`src/rtl/fb_promote_stream_if.sv`:
```
// Stream bundle for the framebuffer promoter: input beat handshake, output
// beat handshake with promoted channels, and the sticky format-error flag.
interface fb_promote_stream_if #(
  parameter int unsigned NUM_PIX = 2,
  parameter int unsigned OUT_W   = 16,
  parameter int unsigned TAG_W   = 8
);
  logic                       in_valid;
  logic                       in_ready;
  logic [16*NUM_PIX-1:0]      in_data;
  logic [1:0]                 in_fmt;
  logic [TAG_W-1:0]           in_tag;
  logic                       out_valid;
  logic                       out_ready;
  logic [NUM_PIX*OUT_W-1:0]   out_r;
  logic [NUM_PIX*OUT_W-1:0]   out_g;
  logic [NUM_PIX*OUT_W-1:0]   out_b;
  logic [NUM_PIX*OUT_W-1:0]   out_a;
  logic [TAG_W-1:0]           out_tag;
  logic                       fmt_err;

  // Producer of input beats and consumer of output beats.
  modport master (
    output in_valid, in_data, in_fmt, in_tag, out_ready,
    input  in_ready, out_valid, out_r, out_g, out_b, out_a, out_tag, fmt_err
  );

  // The promoter itself.
  modport slave (
    input  in_valid, in_data, in_fmt, in_tag, out_ready,
    output in_ready, out_valid, out_r, out_g, out_b, out_a, out_tag, fmt_err
  );
endinterface

```
`src/rtl/fb_promote_stream.sv`:
```
// Two-stage back-pressured framebuffer readback promoter. Expands RGB565,
// ARGB1555 and ARGB4444 pixels to unsigned fixed point where 0 maps to 0.0
// and full scale maps to exactly 1.0, carrying a sideband tag alongside.
module fb_promote_stream #(
  parameter int unsigned NUM_PIX   = 2,
  parameter int unsigned FRAC_BITS = 12,
  parameter int unsigned OUT_W     = 16,
  parameter int unsigned TAG_W     = 8
) (
  input logic                clk,
  input logic                rst,
  fb_promote_stream_if.slave bus
);

  localparam int unsigned DataW = 16 * NUM_PIX;
  localparam int unsigned ChW   = NUM_PIX * OUT_W;

  // Exact 1.0 in the output fixed-point format.
  localparam logic [OUT_W-1:0] One = {{(OUT_W-1){1'b0}}, 1'b1} << FRAC_BITS;

  typedef enum logic [1:0] {
    FmtRgb565   = 2'b00,
    FmtArgb1555 = 2'b01,
    FmtArgb4444 = 2'b10,
    FmtRsvd     = 2'b11
  } fmt_e;

  // Replicate the n-bit code MSB-first into FRAC_BITS, then add the MSB back
  // in so all-ones lands on exactly 1.0 while zero stays zero.
  function automatic logic [OUT_W-1:0] promote(input logic [5:0] c, input int unsigned n);
    logic [FRAC_BITS-1:0] e;
    logic [FRAC_BITS:0]   q;
    logic [2:0]           idx;
    e = '0;
    for (int unsigned j = 0; j < FRAC_BITS; j++) begin
      idx = 3'(n - 1 - (j % n));
      e   = {e[FRAC_BITS-2:0], c[idx]};
    end
    q = {1'b0, e} + {{FRAC_BITS{1'b0}}, e[FRAC_BITS-1]};
    return OUT_W'(q);
  endfunction

  // Stage 1: raw beat.
  logic             s1_v_q, s1_v_d;
  logic [DataW-1:0] s1_data_q, s1_data_d;
  fmt_e             s1_fmt_q, s1_fmt_d;
  logic [TAG_W-1:0] s1_tag_q, s1_tag_d;

  // Stage 2: promoted beat, drives the outputs directly.
  logic             s2_v_q, s2_v_d;
  logic [ChW-1:0]   r_q, r_d;
  logic [ChW-1:0]   g_q, g_d;
  logic [ChW-1:0]   b_q, b_d;
  logic [ChW-1:0]   a_q, a_d;
  logic [TAG_W-1:0] tag_q, tag_d;
  logic             fmt_err_q, fmt_err_d;

  logic             in_ready;
  logic             in_fire;
  logic             out_fire;
  logic             s2_load;
  logic [ChW-1:0]   prom_r, prom_g, prom_b, prom_a;

  // S1 can take a beat whenever it is empty or is about to move into S2.
  assign in_ready = !s1_v_q || !s2_v_q || bus.out_ready;
  assign in_fire  = bus.in_valid && in_ready;
  assign out_fire = s2_v_q && bus.out_ready;
  assign s2_load  = s1_v_q && (!s2_v_q || bus.out_ready);

  // Channel promotion of the beat held in S1.
  always_comb begin : promote_chans
    logic [15:0] pix;
    prom_r = '0;
    prom_g = '0;
    prom_b = '0;
    prom_a = '0;
    pix    = '0;
    for (int unsigned p = 0; p < NUM_PIX; p++) begin
      pix = s1_data_q[16*p +: 16];
      unique case (s1_fmt_q)
        FmtRgb565: begin
          prom_r[p*OUT_W +: OUT_W] = promote({1'b0, pix[15:11]}, 5);
          prom_g[p*OUT_W +: OUT_W] = promote(pix[10:5], 6);
          prom_b[p*OUT_W +: OUT_W] = promote({1'b0, pix[4:0]}, 5);
          prom_a[p*OUT_W +: OUT_W] = One;
        end
        FmtArgb1555: begin
          prom_r[p*OUT_W +: OUT_W] = promote({1'b0, pix[14:10]}, 5);
          prom_g[p*OUT_W +: OUT_W] = promote({1'b0, pix[9:5]}, 5);
          prom_b[p*OUT_W +: OUT_W] = promote({1'b0, pix[4:0]}, 5);
          prom_a[p*OUT_W +: OUT_W] = promote({5'b0, pix[15]}, 1);
        end
        FmtArgb4444: begin
          prom_r[p*OUT_W +: OUT_W] = promote({2'b0, pix[11:8]}, 4);
          prom_g[p*OUT_W +: OUT_W] = promote({2'b0, pix[7:4]}, 4);
          prom_b[p*OUT_W +: OUT_W] = promote({2'b0, pix[3:0]}, 4);
          prom_a[p*OUT_W +: OUT_W] = promote({2'b0, pix[15:12]}, 4);
        end
        FmtRsvd: begin
          // Reserved format forwards an all-zero beat.
        end
      endcase
    end
  end

  // Next-state for both pipeline stages and the sticky error flag.
  always_comb begin : next_state
    s1_v_d    = s1_v_q;
    s1_data_d = s1_data_q;
    s1_fmt_d  = s1_fmt_q;
    s1_tag_d  = s1_tag_q;
    s2_v_d    = s2_v_q;
    r_d       = r_q;
    g_d       = g_q;
    b_d       = b_q;
    a_d       = a_q;
    tag_d     = tag_q;
    fmt_err_d = fmt_err_q;

    if (s2_load) begin
      s2_v_d = 1'b1;
      r_d    = prom_r;
      g_d    = prom_g;
      b_d    = prom_b;
      a_d    = prom_a;
      tag_d  = s1_tag_q;
    end else if (out_fire) begin
      s2_v_d = 1'b0;
    end

    if (in_fire) begin
      s1_v_d    = 1'b1;
      s1_data_d = bus.in_data;
      s1_fmt_d  = fmt_e'(bus.in_fmt);
      s1_tag_d  = bus.in_tag;
      if (fmt_e'(bus.in_fmt) == FmtRsvd) begin
        fmt_err_d = 1'b1;
      end
    end else if (s2_load) begin
      s1_v_d = 1'b0;
    end
  end

  // State registers with synchronous reset.
  always_ff @(posedge clk) begin
    if (rst) begin
      s1_v_q    <= 1'b0;
      s1_data_q <= '0;
      s1_fmt_q  <= FmtRgb565;
      s1_tag_q  <= '0;
      s2_v_q    <= 1'b0;
      r_q       <= '0;
      g_q       <= '0;
      b_q       <= '0;
      a_q       <= '0;
      tag_q     <= '0;
      fmt_err_q <= 1'b0;
    end else begin
      s1_v_q    <= s1_v_d;
      s1_data_q <= s1_data_d;
      s1_fmt_q  <= s1_fmt_d;
      s1_tag_q  <= s1_tag_d;
      s2_v_q    <= s2_v_d;
      r_q       <= r_d;
      g_q       <= g_d;
      b_q       <= b_d;
      a_q       <= a_d;
      tag_q     <= tag_d;
      fmt_err_q <= fmt_err_d;
    end
  end

  assign bus.in_ready  = in_ready;
  assign bus.out_valid = s2_v_q;
  assign bus.out_r     = r_q;
  assign bus.out_g     = g_q;
  assign bus.out_b     = b_q;
  assign bus.out_a     = a_q;
  assign bus.out_tag   = tag_q;
  assign bus.fmt_err   = fmt_err_q;

endmodule

```
`src/flat_wrapper.sv`:
```
// flat-port wrapper written by rule: the top's interface ports become plain ports
module fb_promote_stream_flat 
#(
  parameter int unsigned NUM_PIX   = 2,
  parameter int unsigned FRAC_BITS = 12,
  parameter int unsigned OUT_W     = 16,
  parameter int unsigned TAG_W     = 8
)
  (clk, rst, bus_in_valid, bus_in_data, bus_in_fmt, bus_in_tag, bus_out_ready, bus_in_ready, bus_out_valid, bus_out_r, bus_out_g, bus_out_b, bus_out_a, bus_out_tag, bus_fmt_err);
  fb_promote_stream_if #(.NUM_PIX(NUM_PIX), .OUT_W(OUT_W), .TAG_W(TAG_W)) bus_i ();
  input logic clk;
  input logic rst;
  input wire logic [$bits(bus_i.in_valid)-1:0] bus_in_valid;
  input wire logic [$bits(bus_i.in_data)-1:0] bus_in_data;
  input wire logic [$bits(bus_i.in_fmt)-1:0] bus_in_fmt;
  input wire logic [$bits(bus_i.in_tag)-1:0] bus_in_tag;
  input wire logic [$bits(bus_i.out_ready)-1:0] bus_out_ready;
  output wire logic [$bits(bus_i.in_ready)-1:0] bus_in_ready;
  output wire logic [$bits(bus_i.out_valid)-1:0] bus_out_valid;
  output wire logic [$bits(bus_i.out_r)-1:0] bus_out_r;
  output wire logic [$bits(bus_i.out_g)-1:0] bus_out_g;
  output wire logic [$bits(bus_i.out_b)-1:0] bus_out_b;
  output wire logic [$bits(bus_i.out_a)-1:0] bus_out_a;
  output wire logic [$bits(bus_i.out_tag)-1:0] bus_out_tag;
  output wire logic [$bits(bus_i.fmt_err)-1:0] bus_fmt_err;
  assign bus_i.in_valid = bus_in_valid;
  assign bus_i.in_data = bus_in_data;
  assign bus_i.in_fmt = bus_in_fmt;
  assign bus_i.in_tag = bus_in_tag;
  assign bus_i.out_ready = bus_out_ready;
  assign bus_in_ready = bus_i.in_ready;
  assign bus_out_valid = bus_i.out_valid;
  assign bus_out_r = bus_i.out_r;
  assign bus_out_g = bus_i.out_g;
  assign bus_out_b = bus_i.out_b;
  assign bus_out_a = bus_i.out_a;
  assign bus_out_tag = bus_i.out_tag;
  assign bus_fmt_err = bus_i.fmt_err;
  fb_promote_stream #(.NUM_PIX(NUM_PIX), .FRAC_BITS(FRAC_BITS), .OUT_W(OUT_W), .TAG_W(TAG_W)) u_core (.clk(clk), .rst(rst), .bus(bus_i));
endmodule
```
`config.mk`:
```
export PLATFORM = sky130hd
export DESIGN_NAME = fb_promote_stream_flat
export DESIGN_NICKNAME = d
export VERILOG_FILES = /design/src/rtl/fb_promote_stream_if.sv /design/src/rtl/fb_promote_stream.sv /design/src/flat_wrapper.sv
export SDC_FILE = /design/constraint.sdc
export NUM_CORES = 1
export LEC_CHECK = 0
export BUFFER_PORTS_ARGS = -buffer_cell sky130_fd_sc_hd__buf_2
export CAP_MARGIN = 20
export CELL_PAD_IN_SITES_DETAIL_PLACEMENT = 0
export CELL_PAD_IN_SITES_GLOBAL_PLACEMENT = 1
export CORE_ASPECT_RATIO = 0.9
export CORE_UTILIZATION = 43
export CTS_CLUSTER_SIZE = 40
export DETAILED_ROUTE_END_ITERATION = 10
export GPL_ROUTABILITY_DRIVEN = 0
export GPL_TIMING_DRIVEN = 1
export PLACE_DENSITY_LB_ADDON = 0.25
export SLEW_MARGIN = 0
export SYNTH_ARGS = -nofsm -noshare
export SYNTH_HDL_FRONTEND = slang
export SYNTH_SLANG_ARGS = --single-unit
```
`constraint.sdc`:
```
create_clock -name clk -period 3.6 [get_ports clk]
set_input_delay 0.72 -clock clk [delete_from_list [all_inputs] [get_ports clk]]
set_output_delay 0.72 -clock clk [all_outputs]
set_load 0.02 [all_outputs]
```
==> results.cfg <==
[synthesis]
mappedNetlistArea_sq_mm = 0.00859
synth-async-reset-ratio_pct = 0
synthFlopType = sky130_fd_sc_hd__dfxtp_1
total_of_flip_flops_plus_latches_after_synthesis = 149
ys_types = 62
synth-warning-count = 0
synth_sequential_area_ratio_pct = 34.7
syn_avg_cell_area_sq_um = 7.91
synthCells = 1086
post_synth_edffs = 0

[final_layout]
design.final.nets = 1271
final_cells = 1440
flow.area_growth_from_synthesis_pct = 14.8
antennaDiodeCount = 0
layout-drive-gt1-share_pct = 19.4

[global_route]
grt_pass1_wl_mm = 38.9
grt-ovfl-total = 0
grt_pass1_vias = 7270
grt_util_all_layers_pct = 24.4
antenna_violations_before_repair = 0
largest_net_degree_at_the_start_of_global_routing = 50

[setup_path]
critPathMaxFanout = 40
timing.setup.critical_path_class = flop to flop
nature_of_the_critical_path_startpoint = flop
r2r_slack_ns = 1.04
cp.arrival_ns = 2.90
critical_path_end_type = flop
critPathRequiredTime_ns = 3.94

[sta]
achievable_frequency_mhz = 391
finalCritPeriodShare_pct = 71.1
period_minus_slack_ns = 2.56
worst_hold_slack_ns = 0.445
tightestPinTransition_ns = 0.887
fin_skew_ns = 0.00790
timing_hold_violations_final = 0
setup_total_negative_slack_ns = 0
slew-limit-headroom_pct = 40.6
setup_viol = 0
rsz0062_at_grt = false
finalWorstSetupSlack_ns = 1.04
maxSlewViolCount = 0

[routing]
met2WireLength_mm = 11.0
wire_per_inst_um = 17.3
met3_wirelength_mm = 1.67
route.detailed.drc = 0
drt-vias-per-instance = 5.58
routed-via-count = 8035
drt_iter0_drc = 621
antenna_left = 0
detail_route.first_pass.iterations = 6
top_routing_layer_in_use = met4
drt_wl_total_mm = 24.9
wl_met1_mm = 12.0

[clock_network]
h-tree-depth = 4
clock-sinks = 149
clk-insertion-delay-late_ns = 0.42
cts_root_buf = sky130_fd_sc_hd__clkbuf_16
tritoncts_clock_tree = yes
max-clock-path-buffers = 2
number_of_buffers_inserted_for_hold_repair_after_clock_tree_synthesis = 0
post-cts-setup-buffers = 0
cts_made_buffers = 17
post_cts.resized_instances = 0
cts.clk_slew.worst_paths_ns = 0.06

[floorplan]
top_level_ports = 185
placeableCoreArea_sq_mm = 0.0194
die_h_um = 136
fp.dieArea_sq_mm = 0.0205
initial_utilization_pct = 44.3
die_w_um = 151
num_rows = 48

[place]
dp_cells = 1411
place_ws_ns = 0.993
dpl_hpwl_mm = 16.7
placement.io_buffers = 160

[hold_path]
worst_hold_path_type = flop to flop

[power_and_ir_drop]
leakage_nw = 4.16
powerDensity_mw_per_mm2 = 423
total_power_mw = 4.17
ir_drop_uv = 288

[outcome]
run_status = completed

[job]
cap_viol_max_count = 0
==> stage by stage <==
stage	utilization, %	cell area (sq um)
after global routing	50.8	9860
after detailed placement	47.8	9270
after CTS	50.8	9860
after floorplan	-	8680
after global placement	47.8	9270
final	50.8	9860
==> state kept, by name (all words and copies together), names as in the netlist <==
name / flops
u_core.s1_data_q: 32
u_core.s1_fmt_q: 2
u_core.s1_tag_q: 8
u_core.bus.fmt_err: 1
u_core.bus.out_valid: 1
u_core.s1_v_q: 1
u_core.bus.out_b: 26
u_core.bus.out_a: 18
u_core.bus.out_g: 26
u_core.bus.out_tag: 8
u_core.bus.out_r: 26
==> path summary, 6_finish.rpt <==
check / startpoint / to / cells past startpoint
worst min register to register: u_core.bus.out_b[22] / u_core.bus.out_b[22] / 2
worst min-delay path: u_core.bus.out_b[22] / u_core.bus.out_b[22] / 2
worst max register to register: u_core.s1_fmt_q[1] / u_core.bus.out_r[12] / 7
worst max-delay path: u_core.s1_fmt_q[1] / u_core.bus.out_r[12] / 7
==> cells by family (layout without fill, tap and decap cells) <==
kind of cell             Yosys count  in the layout  synth area share (%)
AO/OA/AOI/OAI                    272            272                  21.0
XOR/XNOR                          72             72                  7.34
adder cells (fa/ha/maj)           45             45                  6.55
buffers and inverters            150            231                  9.15
flip-flops                       149            149                  34.7
multiplexers                       8              8                  1.02
other                              1             24                0.0437
AND/OR/NAND/NOR                  389            389                  20.2
==> area by class of cell <==
type / instances / area, sq um
fillers: 1967 / 9540
multi-input cells: 810 / 4920
flip-flops and latches: 149 / 2980
repair buffers: 185 / 991
clock buffers: 25 / 495
well taps: 250 / 313
clock inverters: 4 / 95.1
inverters: 17 / 63.8
==> layer usage <==
| layer | vias up | track usage, % |
|---|---|---|
| met4 | 0 | 6.06 |
| li1 | 3970 | - |
| met1 | 3767 | 34.4 |
| met3 | 21 | 6.24 |
| met2 | 277 | 36.7 |
| met5 | - | 0 |
==> critical path, cell delays in order (launching register included) <==
cell and delay, ns:
sky130_fd_sc_hd__dfxtp_1 0.37, sky130_fd_sc_hd__inv_1 0.11, sky130_fd_sc_hd__ha_1 0.14, sky130_fd_sc_hd__buf_4 0.40, sky130_fd_sc_hd__clkinv_1 0.45, sky130_fd_sc_hd__nor2_1 0.61, sky130_fd_sc_hd__nand4_1 0.18, sky130_fd_sc_hd__a31oi_1 0.19
==> Yosys cell counts, drive strengths merged (5+ instances only) <==
cell    number  share of area [%]
nand2      199                8.7
dfxtp      149                 35
buf        109                7.3
a21oi       98                5.7
nor2        70                3.1
nand3       59                3.4
xnor2       55                5.6
ha          45                6.6
o21ai       38                2.2
a22oi       26                2.3
clkbuf      24                1.1
nand4       22                1.7
a31oi       18                1.3
xor2        17                1.7
a222oi      14                1.6
inv         14               0.61
a221oi      13                1.3
a22o        12                1.2
and3        11               0.87
a32oi        9               0.92
o22ai        8               0.58
a32o         7               0.82
and4         6               0.61
mux2         6               0.79
nor3         6               0.35
a211oi       5               0.44
==> placed cells by master (no fill, tap or decap), types with 7 or more instances in the layout <==
| cell type | instances |
|---|---|
| sky130_fd_sc_hd__nand3_1 | 59 |
| sky130_fd_sc_hd__and3_1 | 9 |
| sky130_fd_sc_hd__inv_1 | 14 |
| sky130_fd_sc_hd__a31oi_1 | 18 |
| sky130_fd_sc_hd__clkbuf_16 | 17 |
| sky130_fd_sc_hd__a22o_1 | 12 |
| sky130_fd_sc_hd__buf_4 | 26 |
| sky130_fd_sc_hd__conb_1 | 24 |
| sky130_fd_sc_hd__o21ai_0 | 35 |
| sky130_fd_sc_hd__xor2_1 | 17 |
| sky130_fd_sc_hd__a22oi_1 | 26 |
| sky130_fd_sc_hd__a21oi_1 | 98 |
| sky130_fd_sc_hd__o22ai_1 | 8 |
| sky130_fd_sc_hd__a222oi_1 | 14 |
| sky130_fd_sc_hd__ha_1 | 44 |
| sky130_fd_sc_hd__a221oi_1 | 13 |
| sky130_fd_sc_hd__nand2_1 | 198 |
| sky130_fd_sc_hd__nand4_1 | 21 |
| sky130_fd_sc_hd__buf_2 | 159 |
| sky130_fd_sc_hd__dfxtp_1 | 149 |
| sky130_fd_sc_hd__xnor2_1 | 55 |
| sky130_fd_sc_hd__nor2_1 | 69 |
| sky130_fd_sc_hd__a32oi_1 | 9 |
| sky130_fd_sc_hd__a32o_1 | 7 |
==> report_power, final <==
group	internal, mW	switching [mW]
combinational	0.194	0.373
clock	1.15	0.661
sequential	1.71	0.0800
Note: power is estimated with default switching activity, not from simulation.
